==> src/rtl/clarvi_timer_pkg.sv <==
// Shared definitions for the clarvi_timer block. The register offsets, the
// CTRL layout and the mtimecmp reset value all live here. Both the top level
// and the testbench's view of the map depend on them.
package clarvi_timer_pkg;

  // Word offsets inside the MMIO window. Offsets 6 and 7 are unmapped.
  typedef enum logic [2:0] {
    REG_MTIME_LO    = 3'd0,
    REG_MTIME_HI    = 3'd1,
    REG_MTIMECMP_LO = 3'd2,
    REG_MTIMECMP_HI = 3'd3,
    REG_CTRL        = 3'd4,
    REG_STATUS      = 3'd5
  } timer_reg_e;

  // CTRL register: bit1 = IE, bit0 = EN.
  typedef struct packed {
    logic ie;
    logic en;
  } timer_ctrl_t;

  localparam logic [63:0] MTIMECMP_RESET = 64'hFFFF_FFFF_FFFF_FFFF;

  // Merge a 32-bit write into an existing word, one byte lane at a time.
  function automatic logic [31:0] byte_merge(input logic [31:0] old_val,
                                             input logic [31:0] new_val,
                                             input logic [3:0]  be);
    logic [31:0] res;
    res = old_val;
    for (int b = 0; b < 4; b++) begin
      if (be[b]) res[8*b +: 8] = new_val[8*b +: 8];
    end
    return res;
  endfunction

endpackage

==> src/rtl/clarvi_timer_prescaler.sv <==
// Prescaler for the mtime counter.
// Ports:
//   clock - system clock (posedge)
//   reset - synchronous, active-low reset
//   en    - count enable (CTRL.EN)
//   clear - forces the count back to 0 (software wrote mtime this cycle)
//   tick  - one-cycle pulse: mtime should advance this cycle
module timer_prescaler #(
  parameter int PRESCALE       = 1,
  parameter int PRESCALE_WIDTH = $clog2(PRESCALE + 1)
) (
  input  logic clock,
  input  logic reset,
  input  logic en,
  input  logic clear,
  output logic tick
);

  localparam logic [PRESCALE_WIDTH-1:0] TERMINAL = PRESCALE_WIDTH'(PRESCALE - 1);

  logic [PRESCALE_WIDTH-1:0] r_count;

  // No tick while clearing: a software write to mtime wins over the increment.
  assign tick = en && !clear && (r_count == TERMINAL);

  always_ff @(posedge clock) begin
    if (!reset) begin
      r_count <= '0;
    end else if (clear) begin
      r_count <= '0;
    end else if (en) begin
      r_count <= tick ? '0 : r_count + PRESCALE_WIDTH'(1);
    end
  end

endmodule

==> src/rtl/clarvi_timer.sv <==
// RISC-V style machine timer as an Avalon-MM slave: 64-bit mtime, 64-bit
// mtimecmp, CTRL (EN/IE) and a sticky STATUS.MATCH bit. Drives a level timer
// interrupt.
// Ports:
//   clock, reset              - system clock, synchronous active-low reset
//   avs_address/byteenable    - word offset and byte-lane mask
//   avs_read/avs_write        - request strobes, writedata for writes
//   avs_readdata/readdatavalid- registered read response, 1 cycle after read
//   avs_waitrequest           - always 0
//   irq                       - registered IE & (mtime >= mtimecmp)
// Handshake: a request is accepted in any cycle where avs_read or avs_write is
// high (waitrequest is never asserted). avs_readdatavalid pulses exactly one
// cycle after each accepted read, and avs_readdata holds between reads.
module clarvi_timer
  import clarvi_timer_pkg::*;
#(
  parameter int ADDR_WIDTH     = 3,
  parameter int PRESCALE       = 1,
  parameter int PRESCALE_WIDTH = $clog2(PRESCALE + 1)
) (
  input  logic                  clock,
  input  logic                  reset,
  input  logic [ADDR_WIDTH-1:0] avs_address,
  input  logic [3:0]            avs_byteenable,
  input  logic                  avs_read,
  output logic [31:0]           avs_readdata,
  output logic                  avs_readdatavalid,
  input  logic                  avs_write,
  input  logic [31:0]           avs_writedata,
  output logic                  avs_waitrequest,
  output logic                  irq
);

  logic [63:0] r_mtime;
  logic [63:0] r_mtimecmp;
  timer_ctrl_t r_ctrl;
  logic        r_match;
  logic        r_irq;
  logic [31:0] r_hi_shadow;
  logic [31:0] r_rdata;
  logic        r_rdvalid;

  timer_reg_e  w_addr;
  logic        w_wr_lo;
  logic        w_wr_hi;
  logic        w_tick;
  logic        w_match_now;
  logic        w_status_clr;
  logic [31:0] w_rd_mux;

  assign w_addr       = timer_reg_e'(avs_address[2:0]);
  assign w_wr_lo      = avs_write && (w_addr == REG_MTIME_LO);
  assign w_wr_hi      = avs_write && (w_addr == REG_MTIME_HI);
  assign w_match_now  = (r_mtime >= r_mtimecmp);
  assign w_status_clr = avs_write && (w_addr == REG_STATUS) &&
                        avs_byteenable[0] && avs_writedata[0];

  assign avs_waitrequest   = 1'b0;
  assign avs_readdata      = r_rdata;
  assign avs_readdatavalid = r_rdvalid;
  assign irq               = r_irq;

  timer_prescaler #(
    .PRESCALE       (PRESCALE),
    .PRESCALE_WIDTH (PRESCALE_WIDTH)
  ) u_prescaler (
    .clock (clock),
    .reset (reset),
    .en    (r_ctrl.en),
    .clear (w_wr_lo || w_wr_hi),
    .tick  (w_tick)
  );

  // Read mux sees only registered state, so a same-cycle write to the same
  // offset is not visible in this read.
  always_comb begin
    w_rd_mux = '0;
    case (w_addr)
      REG_MTIME_LO:    w_rd_mux = r_mtime[31:0];
      REG_MTIME_HI:    w_rd_mux = r_hi_shadow;
      REG_MTIMECMP_LO: w_rd_mux = r_mtimecmp[31:0];
      REG_MTIMECMP_HI: w_rd_mux = r_mtimecmp[63:32];
      REG_CTRL:        w_rd_mux = {30'd0, r_ctrl.ie, r_ctrl.en};
      REG_STATUS:      w_rd_mux = {31'd0, r_match};
      default:         w_rd_mux = '0;
    endcase
  end

  // mtime: a write to either half freezes the other half for that cycle
  // (no increment, no carry), so software sees exactly what it wrote.
  always_ff @(posedge clock) begin
    if (!reset) begin
      r_mtime <= '0;
    end else if (w_wr_lo) begin
      r_mtime[31:0] <= byte_merge(r_mtime[31:0], avs_writedata, avs_byteenable);
    end else if (w_wr_hi) begin
      r_mtime[63:32] <= byte_merge(r_mtime[63:32], avs_writedata, avs_byteenable);
    end else if (w_tick) begin
      r_mtime <= r_mtime + 64'd1;
    end
  end

  // mtimecmp, CTRL, STATUS and irq.
  always_ff @(posedge clock) begin
    if (!reset) begin
      r_mtimecmp <= MTIMECMP_RESET;
      r_ctrl     <= '0;
      r_match    <= 1'b0;
      r_irq      <= 1'b0;
    end else begin
      if (avs_write && (w_addr == REG_MTIMECMP_LO))
        r_mtimecmp[31:0] <= byte_merge(r_mtimecmp[31:0], avs_writedata, avs_byteenable);
      if (avs_write && (w_addr == REG_MTIMECMP_HI))
        r_mtimecmp[63:32] <= byte_merge(r_mtimecmp[63:32], avs_writedata, avs_byteenable);
      if (avs_write && (w_addr == REG_CTRL) && avs_byteenable[0])
        r_ctrl <= timer_ctrl_t'(avs_writedata[1:0]);
      // Set beats a simultaneous write-1-to-clear.
      r_match <= w_match_now || (r_match && !w_status_clr);
      r_irq   <= r_ctrl.ie && w_match_now;
    end
  end

  // Read pipeline. Reading MTIME_LO snapshots the high word so a following
  // MTIME_HI read is coherent even if a carry happened in between.
  always_ff @(posedge clock) begin
    if (!reset) begin
      r_rdata     <= '0;
      r_rdvalid   <= 1'b0;
      r_hi_shadow <= '0;
    end else begin
      r_rdvalid <= avs_read;
      if (avs_read) begin
        r_rdata <= w_rd_mux;
        if (w_addr == REG_MTIME_LO) r_hi_shadow <= r_mtime[63:32];
      end
    end
  end

endmodule

==> config.mk <==
export PLATFORM = sky130hd
export DESIGN_NAME = clarvi_timer
export DESIGN_NICKNAME = d
export VERILOG_FILES = /design/src/rtl/clarvi_timer_pkg.sv /design/src/rtl/clarvi_timer_prescaler.sv /design/src/rtl/clarvi_timer.sv
export SDC_FILE = /design/constraint.sdc
export NUM_CORES = 1
export LEC_CHECK = 0
export CAP_MARGIN = 5
export CORE_ASPECT_RATIO = 0.6
export CORE_UTILIZATION = 55
export CTS_BUF_LIST = sky130_fd_sc_hd__clkbuf_16
export DETAILED_ROUTE_END_ITERATION = 7
export PLACE_DENSITY = 0.82
export SLEW_MARGIN = 30
export SYNTH_ARGS = -nofsm -noshare
export SYNTH_HDL_FRONTEND = slang
export SYNTH_HIERARCHICAL = 1
export SYNTH_SLANG_ARGS = --single-unit
==> constraint.sdc <==
create_clock -name clock -period 2.9 [get_ports clock]
set_input_delay 0.435 -clock clock [delete_from_list [all_inputs] [get_ports clock]]
set_output_delay 0.435 -clock clock [all_outputs]
set_load 0.02 [all_outputs]
## Yosys cells after proc, flatten, opt, wreduce, memory -nomap -nowiden

Cells that the tools add are included.
Widths: inputs -> output; s select.

| cells by class | value |
|---|---|
| multiplexer cells | 10 |
| add/subtract/negate cells | 2 |
| shifts and indexed selects | 0 |
| multipliers | 0 |
| reduce and logical (&&, ||, !) cells | 38 |
| magnitude comparators | 1 |
| bitwise gates (word level) | 3 |
| equal/unequal tests | 14 |
| divide/modulo/power cells | 0 |

Operator list:

| cell | number |
|---|---|
| $pmux 32 s6 | 1 |
| $mux 32 | 3 |
| $add 64x1->64 const B | 1 |
| $ge 64x64->1 | 1 |
| $mux 64 | 1 |
| $mux 8 | 4 |
| $reduce_and 3->1 | 8 |
| $ne 2x2->1 const B | 9 |
| $reduce_and 2->1 | 9 |
| $logic_and 1x1->1 | 13 |
| $eq 3x2->1 const B | 2 |
| $eq 3x3->1 const B | 2 |
| $reduce_bool 2->1 | 2 |
| $eq 3x1->1 const B | 1 |
| $logic_not 3->1 | 1 |
| $not 1->1 | 3 |
| $logic_not 1->1 | 2 |
| $logic_or 1x1->1 | 2 |
| $reduce_or 2->1 | 1 |
| $add 1x1->1 const B | 1 |
| $mux 1 | 1 |

| word-level totals | value |
|---|---|
| memories | 0 |
| bits in registers | 198 |
| output and inout bits | 35 |
| bits in writable memories | 0 |
| input bits | 43 |
| word-level logic and storage cells | 92 |
| bits in read-only memories | 0 |
| latch bits | 0 |

## Longest topological paths before layout

Gate-level depths: netlist (run 1).

| logic depth | value |
|---|---|
| depth after elaboration | 9 |
| gate-level depth with buffers | 9 |
| mapped depth without buffers | 8 |

## By module

Netlist (run 1), hierarchy kept.

Modules (own cells, without submodules):

| module | area each (um^2) | sequential area each (um^2) | instances | cells an instance |
|---|---|---|---|---|
| clarvi_timer | 11302.1 | 3943.8 | 1 | 1465 |
| timer_prescaler | 40.0 | 20.0 | 1 | 3 |

## Worst setup path after synthesis (run 1)

OpenSTA, ideal clock, no wires.

| path | value |
|---|---|
| kind | register to register |
| from | reg r_mtime[1] |
| to | reg r_mtime[46] |
| cell stages (with the launch flop) | 8 |
| period minus slack after synthesis | 2449 ps |
| setup slack | 451 ps |
| data required time | 2842 ps |
| path buffers | 0 |
| arrival time | 2390 ps |
| setup time | 58 ps |
| cells stage by stage | dfxtp_1 > ha_1 > nand3_1 > or4_1 > or4_1 > or4_1 > a21oi_1 > o21a_1 |

| between the ends | value |
|---|---|
| cells in the longest elaborated chain, start to end | 3 |

RTL lines:

| item | RTL line | source |
|---|---|---|
| start, declared | clarvi_timer.sv:34 | `logic [63:0] r_mtime;` |
| start signal, assigned | clarvi_timer.sv:95 | `r_mtime[31:0] <= byte_merge(r_mtime[31:0], avs_writedata, avs_byteenable);` |
| start signal, assigned | clarvi_timer.sv:99 | `r_mtime <= r_mtime + 64'd1;` |
| $add 64x1->64 | clarvi_timer.sv:99 |  |
| $mux 64 | clarvi_timer.sv:98 | `end else if (w_tick) begin` |
| $mux 32 | clarvi_timer.sv:96 | `end else if (w_wr_hi) begin` |

No other way between the ends. The select of a mux whose other input is x is not followed.
A chain may end at the register's enable or synchronous reset.

## Worst setup path in the final report (run 1)

| path | value |
|---|---|
| from | reg r_mtime[0] |
| to | reg r_mtime[62] |

The elaborated chain is that of the path after synthesis.

==> flow_metrics.py, run 1 <==
metrics = {
    "worst_setup_path": {
        "rr_worst_depth": 9,
        "startpoint_type": "flop",
        "critPathMaxFanout": 6,
        "worstSetupPathType": "flop to flop",
        "crit_path_end_kind": "flop",
        "worstPathArrival_ps": 3170,
        "crit_required_ps": 3230,
    },
    "sta": {
        "tightest_slew_ps": 956,
        "whs_ps": 456,
        "report.final.slew_viol_count": 0,
        "relSlewSlack": 0.356,
        "hold_viol": 0,
        "period_minus_slack_ps": 2840,
        "clock_skew_ps": 11.5,
        "finalCritPeriodShare": 0.980,
        "finalSetupViolCount": 0,
        "rsz0062_at_grt": "false",
        "clock.fmax_mhz": 352,
    },
    "clocking": {
        "numClockSinks": 198,
        "clk_latency_ps": 460,
        "cts_htree_levels": 4,
        "clkTransAtPathRegs_ps": 70,
        "cts_root_buf": "clkbuf_16",
        "postCtsSetupBuffers": 0,
        "post_cts_resized": 0,
        "cts.path.max_buffers": 2,
        "ctsHoldBuffers": 0,
        "cts_tree": "built",
        "numCtsBuffers": 17,
    },
    "place": {
        "hpwlAfterDp_mm": 30.5,
        "gp_congestion": 1.07,
        "placed_area_sq_mm": 0.0131,
        "port_buffers": 76,
    },
    "floorplan": {
        "die_h_microns": 113,
        "initial_core_util": 0.564,
        "core_area_sq_mm": 0.0201,
        "row_count": 40,
        "ioPinCount": 78,
        "die_x_microns": 187,
        "die_area_sq_mm": 0.0212,
    },
    "yosys": {
        "synthTopCellsByArea": "dfxtp_1, a21oi_1, nand2_1",
        "yosysSeqAreaShare": 0.349,
        "synthesis.nets": 1576,
        "yosysWarnings": 6,
        "avgSynthCellArea_sq_um": 7.73,
        "ys_types": 72,
        "synth_area_sq_mm": 0.0113,
        "synth_top_area_share": 0.349,
        "synth_edf_count": 0,
        "ys.flop_type": "dfxtp_1",
        "ys_ff_latch": 198,
        "netlist_instances": 1468,
        "synth_top_area_cell": "dfxtp_1",
        "synth-async-reset-ratio": 0,
    },
    "grt": {
        "antenna_found_initial": 1,
        "grt_max_degree": 96,
        "grt_pass1_wl_mm": 65.2,
        "overflow": 0,
        "grt_pass1_vias": 11300,
        "grt_use_total": 0.398,
    },
    "routing": {
        "ant_nets": 0,
        "totalWireLength_mm": 42.3,
        "vias_per_cell": 6.67,
        "drcViolationCount": 0,
        "drtIter0Drc": 1733,
        "dr.pass1.iters": 7,
        "vias": 12500,
        "wire_per_inst_microns": 22.6,
    },
    "final_layout": {
        "final_common_cell": "nand2_1",
        "finalInstanceArea_sq_mm": 0.0137,
        "syn2layout_area_growth_pct": 20.9,
        "layout_common_cells": "nand2_1, dfxtp_1, a21oi_1",
        "antenna_cells": 0,
        "drive_above_1_share": 0.113,
        "fin_nets": 1691,
        "final_util": 0.681,
    },
    "power": {
        "p_per_area_mw_per_mm2": 438,
        "power_mw": 6.00,
        "worst_ir_drop_vdd_mv": 0.448,
        "leakagePower_nw": 5.65,
    },
    "min_path": {
        "hold_depth": 2,
        "min_path_type": "flop to flop",
    },
    "run_status": {
        "outcome": "finished, final reports clean",
    },
    "flow_run": {
        "cap_violations": 0,
    },
}
sequential cells by signal, indices dropped and copies added, names as in the netlist:
name,cells
r_mtime,64
r_ctrl,2
avs_readdatavalid,1
r_match,1
avs_readdata,32
irq,1
r_hi_shadow,32
r_mtimecmp,64
u_prescaler/r_count,1
through the flow:
step                      cells  setup TNS (ps)  setup slack, ps
after floorplan            1468               0              451
after global placement     1837               0             45.7
after detailed placement   1837           -38.8            -38.8
after CTS                  1868               0              226
after global routing       1868               0             50.1
final                      1868               0             58.4
cell type report:
type	instances	area, sq um
clock inverter	14	184
inverter	70	264
timing repair buffer	198	1780
fill	1693	6410
multi-input combinational	1098	6750
tap	273	342
clock buffer	17	425
sequential	198	3960
logic make-up after synthesis:
family | after synthesis | share of synthesized area
adder cells (fa/ha/maj) | 65 | 0.0717
AND/OR/NAND/NOR | 542 | 0.234
AO/OA/AOI/OAI | 458 | 0.257
flip-flops | 198 | 0.349
multiplexers | 30 | 0.0279
other | 1 | 0.000331
XOR/XNOR | 2 | 0.00154
buffers and inverters | 172 | 0.0585
power breakdown:
group	switching, mW	internal [mW]	total (mW)
Clock	1.11	1.44	2.54
Sequential	0.0579	2.77	2.83
Combinational	0.384	0.243	0.627
routing by layer:
layer	vias up	wire, microns	GRT usage
li1	5616	-	-
met2	873	16400	0.534
met3	77	6620	0.147
met1	5900	18400	0.586
met5	-	13	0
met4	2	877	0.108
worst paths after layout:
check | start | to | slack, ps
max | r_mtime[0]$_SDFFE_PN0P_ | r_mtime[62]$_SDFFE_PN0P_ | 60
min | r_hi_shadow[15]$_SDFFE_PN0P_ | r_hi_shadow[15]$_SDFFE_PN0P_ | 460
max reg2reg | r_mtime[0]$_SDFFE_PN0P_ | r_mtime[62]$_SDFFE_PN0P_ | 60
min reg2reg | r_hi_shadow[15]$_SDFFE_PN0P_ | r_hi_shadow[15]$_SDFFE_PN0P_ | 460
worst max-delay path, cell delays in order, from the launching register on:
cell and delay (ps):
dfxtp_1 410, ha_1 240, nand3_1 190, buf_4 230, nor4_1 320, nor4bb_1 710, buf_4 260, a21oi_1 70
a41oi_1 190, nand2_1 100
synth_stat cells, types with 5 or more instances:
| master | number |
|---|---|
| nor2_1 | 100 |
| nand4_1 | 41 |
| nand2_1 | 224 |
| o31ai_1 | 14 |
| o21a_1 | 11 |
| clkbuf_1 | 90 |
| nor4_1 | 16 |
| inv_1 | 69 |
| a21o_1 | 7 |
| o211ai_1 | 47 |
| and3_1 | 26 |
| o41ai_1 | 6 |
| or3_1 | 5 |
| dfxtp_1 | 198 |
| mux2i_1 | 26 |
| a22oi_1 | 75 |
| o21ai_0 | 45 |
| o32ai_1 | 6 |
| or4_1 | 10 |
| a31oi_1 | 16 |
| nand3_1 | 39 |
| nor3_1 | 25 |
| ha_1 | 65 |
| and2_1 | 13 |
| o22ai_1 | 7 |
| o221a_2 | 5 |
| a211oi_1 | 5 |
| a21oi_1 | 184 |
No activity file was read; power rests on OpenSTA's default activity.
==> run 2: changes to the inputs <==
--- a/config.mk
+++ b/config.mk
@@ -11,6 +11,7 @@
 export CTS_BUF_LIST = sky130_fd_sc_hd__clkbuf_16
 export DETAILED_ROUTE_END_ITERATION = 7
 export PLACE_DENSITY = 0.82
+export SETUP_SLACK_MARGIN = 0.15
 export SLEW_MARGIN = 30
 export SYNTH_ARGS = -nofsm -noshare
 export SYNTH_HDL_FRONTEND = slang
==> run 2 against run 1 <==
Clock-buffer cell count unchanged. Total power up 0.19%. Largest cell class unchanged. Combinational power about the same.
==> flow_metrics.py, run 2 (synthesis results as in run 1) <==
metrics = {
    "worst_setup_path": {
        "crit_path_end_kind": "flop",
        "startpoint_type": "flop",
        "timing.rr.start": "r_mtime[0]$_SDFFE_PN0P_",
        "crit_family": "simple AND/OR/NAND/NOR gates",
        "slowest_stage": "or4_1",
        "crit_chain": "ha_1, nand3_1, or4_1, or4_1, or4_1, a21oi_1, o21a_1",
        "critPathMaxFanout": 4,
        "crit_start": "r_mtime[0]$_SDFFE_PN0P_",
        "crit_required_ps": 3300,
        "critPathBufInv": 0,
        "worstSetupPathType": "flop to flop",
        "crit_top_cell": "or4_1",
        "critPathMaxStageDelay_ps": 620,
        "worstPathArrival_ps": 3120,
    },
    "clocking": {
        "cts_tree": "built",
        "cts_root_buf": "clkbuf_16",
        "clkTransAtPathRegs_ps": 70,
        "numClockSinks": 198,
        "cts.path.max_buffers": 2,
        "cts_htree_levels": 4,
        "numCtsBuffers": 17,
        "clk_latency_ps": 460,
        "ctsHoldBuffers": 0,
    },
    "floorplan": {
        "die_area_sq_mm": 0.0212,
        "row_count": 40,
        "die_x_microns": 187,
        "core_area_sq_mm": 0.0201,
        "initial_core_util": 0.564,
        "ioPinCount": 78,
        "die_h_microns": 113,
    },
    "final_layout": {
        "layout_common_cells": "nand2_1, dfxtp_1, a21oi_1",
        "syn2layout_area_growth_pct": 21.2,
        "fin_nets": 1693,
        "final_common_cell": "nand2_1",
        "fill_cells": 1690,
        "drive_above_1_share": 0.116,
        "final_util": 0.683,
        "reg_top3": "r_mtime x64, r_mtimecmp x64",
        "antenna_cells": 0,
    },
    "min_path": {
        "min_from": "r_hi_shadow[15]$_SDFFE_PN0P_",
        "min_path_type": "flop to flop",
    },
    "sta": {
        "hold_viol": 0,
        "clock_skew_ps": 11.0,
        "rsz0062_at_grt": "true",
        "period_minus_slack_ps": 2720,
        "relSlewSlack": 0.340,
        "report.final.slew_viol_count": 0,
        "finalCritPeriodShare": 0.937,
        "tightest_slew_ps": 979,
        "tns_ps": 0,
        "finalSetupViolCount": 0,
        "clock.fmax_mhz": 368,
    },
    "power": {
        "leakagePower_nw": 5.68,
        "worst_ir_drop_vdd_mv": 0.443,
        "clkPwrFrac": 0.425,
        "pwr-share-comb": 0.105,
        "power_mw": 6.01,
        "p_per_area_mw_per_mm2": 437,
        "swShare": 0.260,
        "power.internal_mw": 4.45,
        "p_sw_mw": 1.56,
        "seqPwrFrac": 0.471,
    },
    "routing": {
        "drcViolationCount": 0,
        "vias": 12500,
        "totalWireLength_mm": 42.4,
        "vias_per_cell": 6.68,
        "dr.pass1.iters": 6,
        "drtIter0Drc": 1658,
        "ant_nets": 0,
        "wire_per_inst_microns": 22.7,
    },
    "place": {
        "hpwlAfterDp_mm": 30.5,
        "gp_congestion": 1.07,
        "port_buffers": 76,
    },
    "grt": {
        "grt_pass1_wl_mm": 65.2,
        "grt_max_degree": 96,
        "grt_use_total": 0.398,
        "grt_pass1_vias": 11300,
        "antenna_found_initial": 1,
        "overflow": 0,
    },
    "flow_run": {
        "cap_violations": 0,
    },
    "run_status": {
        "outcome": "finished, final reports clean",
    },
}
==> run 2: final timing paths <==
kind / end / depth (start not counted) / slack [ps]
worst max-delay path: r_mtime[46]$_SDFFE_PN0P_ / 7 / 180
worst min-delay path: r_hi_shadow[15]$_SDFFE_PN0P_ / 2 / 450
worst max register to register: r_mtime[46]$_SDFFE_PN0P_ / 7 / 180
worst min register to register: r_hi_shadow[15]$_SDFFE_PN0P_ / 2 / 450
==> run 2: area by class of cell <==
| type | count | area, sq um | area share |
|---|---|---|---|
| tap | 273 | 342 | 0.0249 |
| clock buffer | 17 | 425 | 0.0310 |
| sequential | 198 | 3970 | 0.289 |
| multi-input combinational | 1098 | 6760 | 0.492 |
| inverter | 70 | 264 | 0.0192 |
| timing repair buffer | 200 | 1800 | 0.131 |
| clock inverter | 14 | 184 | 0.0134 |
==> run 2: metal layers <==
| layer | global-route usage | wire length [microns] | up-vias |
|---|---|---|---|
| met3 | 0.147 | 6660 | 83 |
| met5 | 0 | 13 | - |
| met1 | 0.586 | 18500 | 5867 |
| met2 | 0.534 | 16300 | 923 |
| li1 | - | - | 5621 |
| met4 | 0.108 | 928 | 2 |
==> run 2: worst reg2reg max path: cells and delay by family, from the launching register on <==
kind	cells	cell delay [ps]
AND/OR/NAND/NOR	4	1710
adder cells (fa/ha/maj)	1	240
AO/OA/AOI/OAI	2	300
flip-flops	1	410
==> run 2: power by group through the flow <==
| stage | Sequential, mW | Clock (mW) | Combinational [mW] |
|---|---|---|---|
| 2_1_floorplan | 2.89 | 0 | 0.295 |
| 3_3_place_gp | 2.89 | 0 | 0.587 |
| 3_5_place_dp | 2.89 | 0 | 0.600 |
| 4_1_cts | 2.83 | 2.55 | 0.606 |
| 5_1_grt | 2.84 | 2.66 | 0.661 |
| 6_report | 2.83 | 2.55 | 0.628 |
==> run 2: stage by stage <==
stage                     hold WS (ps)  std cells  area, sq um  setup WS, ps
after global routing               478       1870        13700           142
final                              454       1870        13700           184
after floorplan                    433       1468        11300           451
after global placement             441       1837        13100          45.7
after CTS                          458       1868        13700           226
after detailed placement           448       1837        13100         -38.8
==> run 2: repair_timing <==
item	in CTS	in global routing
resized for setup	0	5
setup endpoints to repair	0	4
buffers inserted	0	2
